`src/rtl/pwm_decoder_if.sv`:
```
// pwm_decoder_if -- signal bundle between a PWM decoder and its user.
//   pwm_in    : raw PWM pin (asynchronous to clk)
//   clear     : synchronous clear of results, flags and measurement FSM
//   duty      : floor(high_time*256/period), 0 or 255 when stuck
//   period    : cycles between consecutive rising edges
//   high_time : cycles from a rising edge to the following falling edge
//   valid     : one-cycle pulse when duty/period/high_time update
//   stuck     : line has been static for TIMEOUT cycles
//   overrun   : sticky, a measurement was dropped because the divider was busy
// master = the block driving the pin and reading results; slave = the decoder.
interface pwm_decoder_if #(
    parameter int CNT_W = 24
);
    logic             pwm_in;
    logic             clear;
    logic [7:0]       duty;
    logic [CNT_W-1:0] period;
    logic [CNT_W-1:0] high_time;
    logic             valid;
    logic             stuck;
    logic             overrun;

    modport master (
        output pwm_in, clear,
        input  duty, period, high_time, valid, stuck, overrun
    );

    modport slave (
        input  pwm_in, clear,
        output duty, period, high_time, valid, stuck, overrun
    );
endinterface

```
`src/rtl/pwm_decoder.sv`:
```
// pwm_decoder -- measures a PWM waveform: period, high time and 8-bit duty.
//   clk : system clock
//   rst : asynchronous active-high reset
//   bus : pwm_decoder_if.slave (pwm_in, clear in; duty, period, high_time,
//         valid, stuck, overrun out)
// The pin is synchronised, edges are timed with a free-running counter that
// restarts on every rise, and duty is produced by an 8-step restoring divider.
module pwm_decoder #(
    parameter int CNT_W   = 24,
    parameter int TIMEOUT = 2000000
) (
    input  logic          clk,
    input  logic          rst,
    pwm_decoder_if.slave  bus
);

    typedef enum logic [1:0] {IDLE, HIGH, LOW} state_t;

    localparam logic [CNT_W-1:0] CNT_MAX = '1;
    localparam logic [CNT_W-1:0] TO_VAL  = CNT_W'(TIMEOUT);
    localparam logic [CNT_W-1:0] CNT_ONE = CNT_W'(1);

    // ---------------- input path ----------------
    // Two sync flops, one edge register, then registered edge flags. Both
    // edges see the same pipeline, so measured durations are exact.
    logic [1:0] sync;
    logic       line_d;
    logic       rise;
    logic       fall;

    always_ff @(posedge clk or posedge rst) begin
        if (rst) begin
            sync   <= '0;
            line_d <= 1'b0;
            rise   <= 1'b0;
            fall   <= 1'b0;
        end else begin
            sync   <= {sync[0], bus.pwm_in};
            line_d <= sync[1];
            rise   <= sync[1] & ~line_d;
            fall   <= ~sync[1] & line_d;
        end
    end

    // ---------------- edge timer ----------------
    // Loads 1 on the edge ending a rise cycle, so in any later cycle it equals
    // the number of cycles since that rise.
    logic [CNT_W-1:0] cnt;

    always_ff @(posedge clk or posedge rst) begin
        if (rst)                 cnt <= '0;
        else if (rise)           cnt <= CNT_ONE;
        else if (cnt != CNT_MAX) cnt <= cnt + CNT_ONE;
    end

    // ---------------- measurement FSM ----------------
    state_t state, state_nxt;
    logic   timeout;
    logic   meas_done;
    logic   h_load;

    always_ff @(posedge clk or posedge rst) begin
        if (rst) state <= IDLE;
        else     state <= state_nxt;
    end

    always_comb begin
        state_nxt = state;
        timeout   = 1'b0;
        meas_done = 1'b0;
        h_load    = 1'b0;
        if (bus.clear) begin
            state_nxt = IDLE;
        end else begin
            case (state)
                IDLE: if (rise) state_nxt = HIGH;   // falls here are ignored
                HIGH: begin
                    if (fall) begin
                        h_load    = 1'b1;
                        state_nxt = LOW;
                    end else if (cnt >= TO_VAL) begin
                        timeout   = 1'b1;
                        state_nxt = IDLE;
                    end
                end
                LOW: begin
                    if (rise) begin
                        meas_done = 1'b1;
                        state_nxt = HIGH;
                    end else if (cnt >= TO_VAL) begin
                        timeout   = 1'b1;
                        state_nxt = IDLE;
                    end
                end
                default: state_nxt = IDLE;
            endcase
        end
    end

    logic [CNT_W-1:0] h_lat;

    always_ff @(posedge clk or posedge rst) begin
        if (rst)         h_lat <= '0;
        else if (h_load) h_lat <= cnt;
    end

    // ---------------- restoring divider ----------------
    // high < period always, so the remainder stays below period and the
    // doubled remainder fits in CNT_W+1 bits.
    logic             busy;
    logic [2:0]       iter;
    logic [CNT_W-1:0] rem;
    logic [7:0]       quo;
    logic [CNT_W-1:0] p_op;
    logic [CNT_W-1:0] h_op;
    logic [CNT_W:0]   rem2;
    logic             ge;
    logic [CNT_W-1:0] rem_nxt;
    logic [7:0]       quo_nxt;
    logic             start;
    logic             drop;
    logic             div_done;

    always_comb begin
        rem2     = {rem, 1'b0};
        ge       = rem2 >= {1'b0, p_op};
        rem_nxt  = ge ? CNT_W'(rem2 - {1'b0, p_op}) : CNT_W'(rem2);
        quo_nxt  = {quo[6:0], ge};
        start    = meas_done & ~busy;
        drop     = meas_done & busy;
        div_done = busy & (iter == 3'd7);
    end

    always_ff @(posedge clk or posedge rst) begin
        if (rst) begin
            busy <= 1'b0;
            iter <= '0;
            rem  <= '0;
            quo  <= '0;
            p_op <= '0;
            h_op <= '0;
        end else if (bus.clear) begin
            busy <= 1'b0;
            iter <= '0;
        end else if (start) begin
            busy <= 1'b1;
            iter <= '0;
            rem  <= h_lat;
            quo  <= '0;
            p_op <= cnt;
            h_op <= h_lat;
        end else if (busy) begin
            rem  <= rem_nxt;
            quo  <= quo_nxt;
            iter <= iter + 3'd1;
            if (iter == 3'd7) busy <= 1'b0;
        end
    end

    // ---------------- result registers ----------------
    logic [7:0]       duty_r;
    logic [CNT_W-1:0] period_r;
    logic [CNT_W-1:0] high_r;
    logic             valid_r;
    logic             stuck_r;
    logic             overrun_r;

    always_ff @(posedge clk or posedge rst) begin
        if (rst) begin
            duty_r    <= '0;
            period_r  <= '0;
            high_r    <= '0;
            valid_r   <= 1'b0;
            stuck_r   <= 1'b0;
            overrun_r <= 1'b0;
        end else if (bus.clear) begin
            duty_r    <= '0;
            period_r  <= '0;
            high_r    <= '0;
            valid_r   <= 1'b0;
            stuck_r   <= 1'b0;
            overrun_r <= 1'b0;
        end else begin
            valid_r <= 1'b0;
            if (rise) stuck_r <= 1'b0;
            if (drop) overrun_r <= 1'b1;
            // Timeout takes priority over a divider finishing in the same cycle.
            if (timeout) begin
                stuck_r  <= 1'b1;
                period_r <= '0;
                high_r   <= '0;
                duty_r   <= sync[1] ? 8'hFF : 8'h00;
                valid_r  <= 1'b1;
            end else if (div_done) begin
                duty_r   <= quo_nxt;
                period_r <= p_op;
                high_r   <= h_op;
                valid_r  <= 1'b1;
            end
        end
    end

    assign bus.duty      = duty_r;
    assign bus.period    = period_r;
    assign bus.high_time = high_r;
    assign bus.valid     = valid_r;
    assign bus.stuck     = stuck_r;
    assign bus.overrun   = overrun_r;

endmodule

```
`src/flat_wrapper.sv`:
```
// flat-port wrapper written by rule: the top's interface ports become plain ports
module pwm_decoder_flat 
#(
    parameter int CNT_W   = 24,
    parameter int TIMEOUT = 2000000
)
  (clk, rst, bus_pwm_in, bus_clear, bus_duty, bus_period, bus_high_time, bus_valid, bus_stuck, bus_overrun);
  pwm_decoder_if #(.CNT_W(CNT_W)) bus_i ();
  input  logic clk;
  input  logic rst;
  input wire logic [$bits(bus_i.pwm_in)-1:0] bus_pwm_in;
  input wire logic [$bits(bus_i.clear)-1:0] bus_clear;
  output wire logic [$bits(bus_i.duty)-1:0] bus_duty;
  output wire logic [$bits(bus_i.period)-1:0] bus_period;
  output wire logic [$bits(bus_i.high_time)-1:0] bus_high_time;
  output wire logic [$bits(bus_i.valid)-1:0] bus_valid;
  output wire logic [$bits(bus_i.stuck)-1:0] bus_stuck;
  output wire logic [$bits(bus_i.overrun)-1:0] bus_overrun;
  assign bus_i.pwm_in = bus_pwm_in;
  assign bus_i.clear = bus_clear;
  assign bus_duty = bus_i.duty;
  assign bus_period = bus_i.period;
  assign bus_high_time = bus_i.high_time;
  assign bus_valid = bus_i.valid;
  assign bus_stuck = bus_i.stuck;
  assign bus_overrun = bus_i.overrun;
  pwm_decoder #(.CNT_W(CNT_W), .TIMEOUT(TIMEOUT)) u_core (.clk(clk), .rst(rst), .bus(bus_i));
endmodule
```
`config.mk`:
```
export PLATFORM = sky130hd
export DESIGN_NAME = pwm_decoder_flat
export DESIGN_NICKNAME = d
export VERILOG_FILES = /design/src/rtl/pwm_decoder_if.sv /design/src/rtl/pwm_decoder.sv /design/src/flat_wrapper.sv
export SDC_FILE = /design/constraint.sdc
export NUM_CORES = 1
export LEC_CHECK = 0
export CORE_ASPECT_RATIO = 2
export CORE_UTILIZATION = 50
export CTS_BUF_LIST = sky130_fd_sc_hd__clkbuf_4
export CTS_CLUSTER_DIAMETER = 120
export CTS_CLUSTER_SIZE = 20
export DETAILED_ROUTE_END_ITERATION = 10
export PLACE_DENSITY = 0.72
export SYNTH_ARGS = -nofsm -noshare
export SYNTH_HDL_FRONTEND = slang
export SYNTH_SLANG_ARGS = --single-unit
```
`constraint.sdc`:
```
create_clock -name clk -period 7.15 [get_ports clk]
set_input_delay 1.43 -clock clk [delete_from_list [all_inputs] [get_ports clk]]
set_output_delay 1.43 -clock clk [all_outputs]
set_load 0.01 [all_outputs]
```
== After elaboration in Yosys (flattened, before gate mapping) ==
Cells that the tools add are included.

* Add/subtract/negate cells: 3
* Multiply operators: 0
* Divide/modulo/power cells: 0
* $lt $le $gt $ge: 2
* Equality and inequality tests: 5
* Shift operators: 0
* Multiplexer cells: 49
* Bitwise logic cells: 9
* Reductions and logical operators: 9

{| class="wikitable"
|+ Operators by type and width
! operator !! number
|-
| $mux 24 || 11
|-
| $mux 8 || 4
|-
| $ge 25x24->1 || 1
|-
| $add 24x1->24 const B || 1
|-
| $ge 24x21->1 const B || 1
|-
| $ne 24x24->1 const B || 1
|-
| $sub 24x24->24 || 1
|-
| $mux 1 || 22
|-
| $mux 7 || 2
|-
| $mux 2 || 5
|-
| $mux 3 || 3
|-
| $reduce_bool 3->1 || 3
|-
| $pmux 2 s3 || 1
|-
| $reduce_bool 2->1 || 3
|-
| $and 1x1->1 || 5
|-
| $not 1->1 || 4
|-
| $reduce_and 2->1 || 2
|-
| $add 3x1->3 const B || 1
|-
| $eq 3x3->1 const B || 1
|-
| $ne 3x2->1 const B || 1
|-
| $eq 2x1->1 const B || 1
|-
| $eq 2x2->1 const B || 1
|-
| $logic_not 2->1 || 1
|-
| $pmux 1 s2 || 1
|}

* Flip-flop bits (word level): 197
* Bits in latches: 0
* RAM bits: 0
* ROM bits: 0
* Input port bits: 4
* Output and inout port bits: 59
* Logic and storage cells: 96
* Memories kept: 0

== Logic depth before layout (Yosys ltp) ==
* Depth in word-level cells: 7
* Gate-level depth with buffers: 11
* Depth with buffers taken out: 10

== Worst setup path before layout ==
No wires, ideal clock.

* Path kind: input port to flip-flop
* Start point: in bus_clear
* End point: reg u_core.p_op[7]
* Library setup time: 0.083 ns
* Arrival: 2.808 ns
* Required time: 7.067 ns
* Slack: 4.260 ns
* Cell stages on the path: 6
* Buffers on the path: 3
* Cell sequence: clkbuf_1 > nor3_1 > clkbuf_1 > clkbuf_1 > nand2_1 > o21ai_0

* Word-level cells in the longest chain between the ends: 3
* Elaborated cells on any way between the ends: 4
* Those cells by class: mux: 1; bitwise: 2; reduce/logical: 1

{| class="wikitable"
|+ Ends and longest elaborated chain
! element !! line !! text
|-
| start: declaration || flat_wrapper.sv:12 || <nowiki>input wire logic [$bits(bus_i.clear)-1:0] bus_clear;</nowiki>
|-
| $mux 1 || pwm_decoder.sv:72 || <nowiki>if (bus.clear) begin</nowiki>
|-
| $and 1x1->1 || pwm_decoder.sv:129 || <nowiki>start = meas_done & ~busy;</nowiki>
|-
| $reduce_and 2->1 (no source line) * || n/a ||
|-
| end signal: assignment || pwm_decoder.sv:150 || <nowiki>p_op <= cnt;</nowiki>
|-
| end: declaration || pwm_decoder.sv:114 || <nowiki>logic [CNT_W-1:0] p_op;</nowiki>
|}

Mark *: on every way between the ends. The rest lies on a longest branch, timed or not.
A chain may end at the register's enable or synchronous reset.

== Final worst setup path ==
* Start point: in bus_clear
* End point: reg u_core.rem[19]

* Word-level cells in the longest chain between the ends: 4
* Elaborated cells on any way between the ends: 6
* Those cells by class: mux: 2; bitwise: 2; reduce/logical: 2

{| class="wikitable"
|+ Ends and longest elaborated chain
! element !! line !! text
|-
| $mux 1 || pwm_decoder.sv:72 ||
|-
| $and 1x1->1 || pwm_decoder.sv:129 ||
|-
| $reduce_bool 2->1 (no source line) || n/a ||
|-
| $reduce_and 2->1 (no source line) || n/a ||
|-
| end signal: assignment || pwm_decoder.sv:148 || <nowiki>rem <= h_lat;</nowiki>
|-
| end signal: assignment || pwm_decoder.sv:153 || <nowiki>rem <= rem_nxt;</nowiki>
|-
| end: declaration || pwm_decoder.sv:112 || <nowiki>logic [CNT_W-1:0] rem;</nowiki>
|}

Parallel ways exist; a longest one is shown, timed or not.

==> impl_metrics.tcl <==
set metrics [dict create \
    use_met2 0.4217 \
    remaining_drc_errors 0 \
    setup_viol_count_final 0 \
    ioPinCount 63 \
    ys_seq_elements 197 \
    setup_tns_ns 0 \
    vias 7340 \
    fillers 1699 \
    grt_use_met1 0.2836 \
    drt-vias-per-instance 5.586 \
    status "completed" \
    cts_root_buf "clkbuf_4" \
    grt_max_degree 146 \
    die_h_um 197.5 \
    cts_hold_buf 0 \
    p_per_area_nw_per_um2 244.3 \
    synth_fp_nets 1043 \
    worstMarginPinSlew_ns 1.140 \
    ff2ff_path_depth 8 \
    min_period_over_period 0.4938 \
    synth_cell_types 68 \
    power.leakage_uw 0.004918 \
    cp.arrival_ns 4.09 \
    min_path_cells 0 \
    crit_path_end_kind "register" \
    ff2ff_setup_slack_ns 4.07 \
    grt-ovfl-total 0 \
    finalWorstSetupSlack_ns 3.619 \
    dp_slack_ns 3.007 \
    min_from "u_core.sync[0]" \
    nets 1082 \
    cts_sinks 197 \
    power_frac_seq 0.494 \
    max-vdd-ir-drop_v 0.0001156 \
    seq_area_frac_synth 0.5160 \
    clk_latency_ns 0.64 \
    finalHoldViolations 0 \
    grt_pass1_vias 7372 \
    wire_per_inst_um 16.86 \
    drive_gt1_frac 0.08601 \
    crit_type "input pin to register" \
    relSlewSlack 0.2369 \
    synth_edf_count 0 \
    drt-initial-drc-count 432 \
    clock.fmax_mhz 283.2 \
    start_kind "input pin" \
    rows 71 \
    post_cts_buffers 0 \
    yosys_warnings 0 \
    placeableCoreArea_um2 18740 \
    hp-class "register to register" \
    grt_most_used_layer "met2" \
    min_period_ns 3.531 \
    grt_pass1_wl_um 36920 \
    h-tree-depth 4 \
    sw_frac_of_total 0.3583 \
    routed_wl_um 22160 \
    grt_usage 0.2434 \
    final_common_cell "nand2_1" \
    path_clk_slew_ns 0.16 \
    combPwrFrac 0.291 \
    die_x_um 99.74 \
    cts_resized 0 \
    cts_buffer_depth 2 \
    r2r-end "u_core.rem[4]" \
    crit_fanout 18 \
    synthCells 1006 \
    hpwl_um 15230 \
    antenna_found_initial 1 \
    worst_hold_path.endpoint "u_core.sync[1]" \
    ys.flop_type "dfrtp_1" \
    io_buffers 62 \
    cts_tree "built" \
    netlist_area_um2 9553 \
    power_switching_uw 929.0 \
    place.gp.congestion 0.8901 \
    p_int_uw 1663 \
    layout_common_cells "248 x nand2_1, 197 x dfrtp_1, 80 x a21oi_1" \
    area_growth_pct 11.09 \
    start_util 0.5096 \
    dp.cells 1281 \
    ant_nets 0 \
    avgSynthCellArea_um2 9.496 \
    rsz0062_at_grt "false" \
    multiInputGateArea_um2 4302 \
    finalMaxSlewViolations 0 \
    maxCapViolCount 0 \
    use_met3 0.03928 \
    power_frac_clock 0.216 \
    regArea_um2 4930 \
    critPathRequiredTime_ns 7.71 \
    rr_startpoint "u_core.rem[15]" \
    hold-worst-slack_ns 0.3700 \
    finClkSkew_ns 0.03306 \
    die-area_um2 19700 \
    async_reset_ff_frac 1.000 \
    finalNonFillerCells 1314 \
    cts-buffers-inserted 17 \
    drt-pass1-iter-count 7 \
]
## area by class of cell
class	instances	area share
diodes	1	0.0002358
clock buffers	17	0.01203
clock inverters	15	0.01203
inverters	35	0.01309
multi-input cells	726	0.4053
flip-flops and latches	197	0.4645
well taps	255	0.03006
repair buffers	68	0.06272
## power by group through the flow
stage          combinational [uW]  clock (uW)  sequential [uW]
2_1_floorplan                 611           0             1270
3_3_place_gp                  738           0             1300
3_5_place_dp                  748           0             1300
4_1_cts                       751         572             1280
5_1_grt                       827         613             1290
6_report                      754         559             1280
## per-layer routing
metal	vias up	wire, um
li1	3504	-
met1	3621	9046
met2	155	11600
met3	60	578
met4	0	927
met5	-	0
## logic make-up after synthesis
logic type / Yosys count / share of synthesized area
fa+ha+maj: 33 / 0.04401
xor+xnor: 40 / 0.03667
flops: 197 / 0.5160
compound gates: 216 / 0.1433
mux: 40 / 0.04571
simple gates: 397 / 0.1797
buf+inv: 83 / 0.03458
## synthesized netlist by cell type, types with 5 or more instances
cell type,number,area (um2)
a21oi_1,80,400.4
xnor2_1,15,131.4
a31oi_1,12,75.07
xor2_1,25,219.0
nor2b_1,5,31.28
inv_1,35,131.4
nand4_1,8,50.05
o22a_1,8,70.07
and3_1,7,43.79
nor2_1,64,240.2
dfrtp_1,197,4930
nor3_1,9,45.04
and2_1,9,56.30
o22ai_1,16,100.1
ha_1,32,400.4
o21ai_0,42,210.2
mux2i_1,14,140.1
nand3_1,15,75.07
a21o_1,7,52.55
or3_1,5,31.28
mux2_2,25,281.5
nand2_1,249,934.7
clkbuf_1,43,161.4
## critical path, stage by stage
cell and delay, ns:
clkdlybuf4s50_1 0.69, or2_2 0.61, nor2_1 0.93, nand2_1 0.20, o211ai_1 0.23
## flip-flops by register name, indices dropped and copies added, names as in the netlist
name,flops
u_core.rem,24
u_core.h_op,24
u_core.iter,3
u_core.sync,2
u_core.fall,1
u_core.quo,7
u_core.bus.duty,8
u_core.bus.valid,1
u_core.h_lat,24
u_core.busy,1
u_core.bus.overrun,1
u_core.state,2
u_core.bus.stuck,1
u_core.bus.high_time,24
u_core.cnt,24
u_core.bus.period,24
u_core.p_op,24
u_core.rise,1
u_core.line_d,1
## how the worst max path moves through the flow
stage / to / startpoint / cells past startpoint
finish: u_core.rem[19] / bus_clear / 5
global route: u_core.rem[19] / bus_clear / 5
CTS: u_core.rem[19] / bus_clear / 5
detailed placement: u_core.rem[19] / bus_clear / 5
global placement: u_core.rem[19] / bus_clear / 5
floorplan: u_core.bus.duty[0] / rst / 1
## stage by stage
stage               total power (uW)    util  instance area, um2
finish                          2592  0.5662               10610
global route                    2728  0.5662               10610
CTS                             2598  0.5661               10610
detailed placement              2043  0.5524               10350
global placement                2034  0.5524               10350
floorplan                       1877       -                9553
No activity file was read; power rests on OpenSTA's default activity.
